## src/rtl/rfa_wb_queue.sv

```systemverilog
// rfa_wb_queue
//   Writeback queue sitting between one SIMD/SIMF functional unit and the
//   register file arbiter. Completed writebacks (dest addr, wavefront id,
//   exec mask, data) are buffered in a small circular FIFO. The head entry is
//   offered to the arbiter, and the arbiter's grant pops it. full/almost_full
//   back-pressure the functional unit.
//
// Ports
//   clk, rst                 clock (rising edge), async active-low reset
//   push_valid, push_*       writeback from the functional unit
//   full, almost_full        back-pressure, decoded from registered count
//   queue_entry_valid        head entry present (count != 0)
//   queue_entry_serviced     arbiter grant, pops the head entry
//   head_*                   head entry fields, forced to zero when empty
//   count                    occupancy 0..DEPTH
//   overflow_err             sticky: push attempted while full
//   underflow_err            sticky: grant received while empty
module rfa_wb_queue #(
    parameter int DATA_W     = 128,
    parameter int ADDR_W     = 10,
    parameter int WFID_W     = 6,
    parameter int MASK_W     = 64,
    parameter int DEPTH_LOG2 = 2,
    parameter int AFULL_LVL  = 3
) (
    input  logic                  clk,
    input  logic                  rst,
    input  logic                  push_valid,
    input  logic [ADDR_W-1:0]     push_dest_addr,
    input  logic [WFID_W-1:0]     push_wfid,
    input  logic [MASK_W-1:0]     push_exec_mask,
    input  logic [DATA_W-1:0]     push_data,
    output logic                  full,
    output logic                  almost_full,
    output logic                  queue_entry_valid,
    input  logic                  queue_entry_serviced,
    output logic [ADDR_W-1:0]     head_dest_addr,
    output logic [WFID_W-1:0]     head_wfid,
    output logic [MASK_W-1:0]     head_exec_mask,
    output logic [DATA_W-1:0]     head_data,
    output logic [DEPTH_LOG2:0]   count,
    output logic                  overflow_err,
    output logic                  underflow_err
);

    localparam int DEPTH = 1 << DEPTH_LOG2;
    localparam int CNT_W = DEPTH_LOG2 + 1;

    typedef struct packed {
        logic [ADDR_W-1:0] dest_addr;
        logic [WFID_W-1:0] wfid;
        logic [MASK_W-1:0] exec_mask;
        logic [DATA_W-1:0] data;
    } entry_t;

    // Entry storage carries no reset; occupancy is tracked by count_q alone.
    entry_t mem_q [DEPTH];

    logic [DEPTH_LOG2-1:0] wr_ptr_q, wr_ptr_d;
    logic [DEPTH_LOG2-1:0] rd_ptr_q, rd_ptr_d;
    logic [CNT_W-1:0]      count_q, count_d;
    logic                  overflow_err_q, overflow_err_d;
    logic                  underflow_err_q, underflow_err_d;

    logic   is_full;
    logic   is_empty;
    logic   push_acc;
    logic   pop;
    entry_t push_entry;
    entry_t head_entry;

    // Full is judged on the registered count only, so a push while full is
    // dropped even if the arbiter pops in the same cycle.
    assign is_full  = (count_q == CNT_W'(DEPTH));
    assign is_empty = (count_q == '0);
    assign push_acc = push_valid && !is_full;
    assign pop      = queue_entry_serviced && !is_empty;

    assign push_entry = '{dest_addr: push_dest_addr, wfid: push_wfid,
                          exec_mask: push_exec_mask, data: push_data};

    always_comb begin
        wr_ptr_d        = wr_ptr_q;
        rd_ptr_d        = rd_ptr_q;
        count_d         = count_q;
        overflow_err_d  = overflow_err_q;
        underflow_err_d = underflow_err_q;

        if (push_acc) wr_ptr_d = wr_ptr_q + 1'b1;
        if (pop)      rd_ptr_d = rd_ptr_q + 1'b1;
        count_d = count_q + CNT_W'(push_acc) - CNT_W'(pop);

        if (push_valid && is_full)          overflow_err_d  = 1'b1;
        if (queue_entry_serviced && is_empty) underflow_err_d = 1'b1;
    end

    always_ff @(posedge clk or negedge rst) begin
        if (!rst) begin
            wr_ptr_q        <= '0;
            rd_ptr_q        <= '0;
            count_q         <= '0;
            overflow_err_q  <= 1'b0;
            underflow_err_q <= 1'b0;
        end else begin
            wr_ptr_q        <= wr_ptr_d;
            rd_ptr_q        <= rd_ptr_d;
            count_q         <= count_d;
            overflow_err_q  <= overflow_err_d;
            underflow_err_q <= underflow_err_d;
        end
    end

    always_ff @(posedge clk) begin
        if (push_acc) mem_q[wr_ptr_q] <= push_entry;
    end

    // Head is a plain read of the storage, masked so stale contents never
    // leak out while the queue is empty.
    assign head_entry = is_empty ? '0 : mem_q[rd_ptr_q];

    assign head_dest_addr    = head_entry.dest_addr;
    assign head_wfid         = head_entry.wfid;
    assign head_exec_mask    = head_entry.exec_mask;
    assign head_data         = head_entry.data;
    assign full              = is_full;
    assign almost_full       = (count_q >= CNT_W'(AFULL_LVL));
    assign queue_entry_valid = !is_empty;
    assign count             = count_q;
    assign overflow_err      = overflow_err_q;
    assign underflow_err     = underflow_err_q;

endmodule
```

## config.mk

```make
export PLATFORM = sky130hd
export DESIGN_NAME = rfa_wb_queue
export DESIGN_NICKNAME = d
export VERILOG_FILES = /design/src/rtl/rfa_wb_queue.sv
export SDC_FILE = /design/constraint.sdc
export NUM_CORES = 1
export LEC_CHECK = 0
export ABC_AREA = 1
export CORE_MARGIN = 5
export CORE_UTILIZATION = 51
export DETAILED_ROUTE_END_ITERATION = 10
export PLACE_DENSITY = 0.77
export SYNTH_ARGS = -nofsm -noshare
export SYNTH_HDL_FRONTEND = slang
export SYNTH_SLANG_ARGS = --single-unit
```

## constraint.sdc

```tcl
create_clock -name clk -period 9.95 [get_ports clk]
set_clock_uncertainty 0.15 [all_clocks]
set_input_delay 1.99 -clock clk [delete_from_list [all_inputs] [get_ports clk]]
set_output_delay 1.99 -clock clk [all_outputs]
set_load 0.005 [all_outputs]
```

==> impl_metrics.csv <==
group,metric,value,unit
floorplanning,core-area,69660,um^2
synthesis,synth-async-reset-ratio,1.070,%
sta,hold_violation_total_from_the_final_report,0,
placed_design,routabilityCongestion,0.7742,
synthesis,synth_cell_types,20,
floorplanning,die_w,274.5,um
detailed_routing,antenna_left,0,
sta,maxSlewHeadroom,15.72,%
clock_network,cts_inserted_buffers,85,
detailed_routing,drt_drc,0,
placed_design,placedCellCount,4571,
synthesis,yosys.area.top_type,"sky130_fd_sc_hd__edfxtp_1",
sta,slew_viol_final,0,
clock_network,clock_root_buffer,"sky130_fd_sc_hd__clkbuf_16",
setup_path,crit_required,7.81,ns
grt,first_global_vias,23480,
synthesis,synth_sequential_area_ratio,70.66,%
setup_path,cpMaxStageDelayCell,"sky130_fd_sc_hd__dfrtp_4",
layout,design.final.nets,3938,
layout,nFillCells,5265,
setup_path,critPathKind,"flip-flop to output pin",
layout,areaGrowthSynthToFinish,21.24,%
sta,max_slew.worst_pin.slew,1.264,ns
run_status,outcome,"finished, final reports clean",
clock_network,htreeDepth,3,
detailed_routing,vias_per_cell,4.988,
setup_path,cp-end-kind,"output pin",
floorplanning,num_io_pins,428,
synthesis,post_synthesis_cell_area,35670,um^2
sta,rsz_0062_raised_after_global_routing,"no",
synthesis,yosysWarningCount,0,
detailed_routing,detailroute.via_count,23640,
synthesis,synth.area.top_cells,"sky130_fd_sc_hd__edfxtp_1 (70%), sky130_fd_sc_hd__inv_1 (8.9%), sky130_fd_sc_hd__nand2_1 (8.9%)",
detailed_routing,first_iter_violations,1954,
setup_path,critical_path.startpoint_type,"flip-flop",
grt,grt_start_max_net_pins,138,
synthesis,syn_avg_cell_area,10.68,um^2
clock_network,clk_path_buf_depth,3,
sta,final_period_minus_worst_setup_slack,6.533,ns
detailed_routing,routed_wire_length,81970,um
detailed_routing,avgRoutedWirePerCell,17.30,um
power_and_ir_drop,cell_leakage_power,0.01844,uW
sta,totalNegativeSetupSlack,0,ns
power_and_ir_drop,cellPowerDensity,298.5,nW/um^2
clock_network,clkTransAtPathRegs,0.06,ns
floorplanning,fp.dieH,274.5,um
synthesis,yosys_register_bits,841,
setup_path,crit_path_cell_trace,"buf_4 -> buf_4 -> nand2_1 -> nand3_1 -> a21oi_1 -> clkdlybuf4s50_1",
clock_network,post_cts_buffers,0,
floorplanning,row_count,97,
layout,multi_input_gate_area,6509,um^2
worst_hold_path,min-delay-path-class,"flip-flop to flip-flop",
sta,max_clock_freq,153.1,MHz
clock_network,tritoncts_clock_tree,"yes",
placed_design,io_buffers,427,
setup_path,timing.critical_path.buf_inv,3,
run,drv.max_cap_violation_count,0,
clock_network,cts-resized-gates,0,
detailed_routing,router_iterations_before_antenna_repair,5,
power_and_ir_drop,power.ir.vdd_worst,248.0,uV
sta,timing.final.setup_violations,0,
layout,layout_cells_sized_above_1,4.067,%
sta,min_period_over_period,65.66,%
setup_path,worst_ep_arrival_time,4.39,ns
sta,final.hold.worst_slack,0.3117,ns
layout,layout.area.seq,25220,um^2
synthesis,synth-edff-count,832,
clock_network,holdBufCountCts,0,
floorplanning,start_util,51.21,%
floorplanning,floorplan.die_area,75340,um^2
setup_path,critPathMaxFanout,92,
setup_path,cpMostUsedCell,"sky130_fd_sc_hd__buf_4",
clock_network,cts.sinks,841,
synthesis,post_synth_inst_count,3341,
grt,grt_first_pass_wirelength,126100,um
grt,grt.total_usage,21.38,%
synthesis,synth_most_common_cell,"sky130_fd_sc_hd__inv_1",
synthesis,synth-main-ff-cell,"sky130_fd_sc_hd__edfxtp_1",
clock_network,worst_skew_pair_latency,0.63,ns
synthesis,ys_top_cells_by_count,"sky130_fd_sc_hd__inv_1 (845), sky130_fd_sc_hd__nand2_1 (842), sky130_fd_sc_hd__edfxtp_1 (832)",
synthesis,synthDominantCellAreaShare,70.03,%
setup_path,critPathTopFamily,"buffers and inverters",
layout,layout.cells.non_filler,4739,
grt,grt_remaining_overflow,0,
synthesis,mappedNetlistNets,3561,
grt,antenna_violations_before_repair,21,
setup_path,timing.critical_path.slowest_cell_delay,0.93,ns
placed_design,hpwl,46470,um
-- layout by cell type (no fill, tap or decap), drive strengths merged --
cell type / count
inv: 856
nand2: 842
edfxtp: 832
clkdlybuf4s50: 427
nand3: 421
a21oi: 208
clkbuf: 106
clkinv: 37
buf: 25
diode: 12
dfrtp: 9
ha: 7
nor2: 4
bufinv: 3
clkinvlp: 3
xnor2: 2
o21ai: 2
a21o: 2
fa: 1
-- worst paths after layout --
path                                from       endpoint  slack, ns  cells after the start
max                          rd_ptr_q[0]  head_data[53]       3.42                      6
min reg2reg                underflow_err  underflow_err       0.31                      1
min                        underflow_err  underflow_err       0.31                      1
min in group asynchronous            rst  underflow_err       1.52                      1
max reg2reg                     count[1]   mem_q[0][95]       6.62                      5
max in group asynchronous            rst    rd_ptr_q[1]       7.78                      1
-- kinds of logic after synthesis --
family	after synthesis	synth area share [%]
xor+xnor	2	0.04911
simple gates	1267	14.82
flops	841	70.66
buf+inv	1011	11.17
compound gates	212	2.988
fa+ha+maj	8	0.3016
-- power by group --
| group | leakage [uW] | internal, uW | switching [uW] | total, uW |
|---|---|---|---|---|
| clock | 0.00128 | 1680 | 1310 | 2990 |
| combinational | 0.00944 | 2140 | 2890 | 5030 |
| sequential | 0.00772 | 4670 | 223 | 4890 |
-- layer usage --
metal / part of all wire (%) / track usage, %
met1: 38 / 25.88
met3: 9.7 / 6.860
met5: 0.19 / 0
met2: 50 / 36.65
met4: 2.4 / 6.744
-- area by class of cell --
type	count	area share (%)
diodes	12	0.06943
clock buffers	106	5.146
clock inverters	50	0.8968
inverters	849	7.414
multi-input cells	1489	15.05
flip-flops and latches	841	58.30
well taps	940	2.719
repair buffers	452	10.40
-- per-stage QoR --
step	setup slack, ns	area, um^2	total power [uW]	util, %
finish	3.417	43250	12910	62.09
global route	3.074	43220	13670	62.05
CTS	3.361	43220	13030	62.04
detailed placement	4.073	40610	10000	58.29
global placement	4.218	40610	9912	58.29
floorplan	-1.741	35670	7710	-
-- flip-flops by register name, indices dropped and copies added (netlist names) --
| register | cells |
|---|---|
| count | 3 |
| mem_q | 832 |
| wr_ptr_q | 2 |
| rd_ptr_q | 2 |
| underflow_err | 1 |
| overflow_err | 1 |
(Power assumes the default switching activity.)
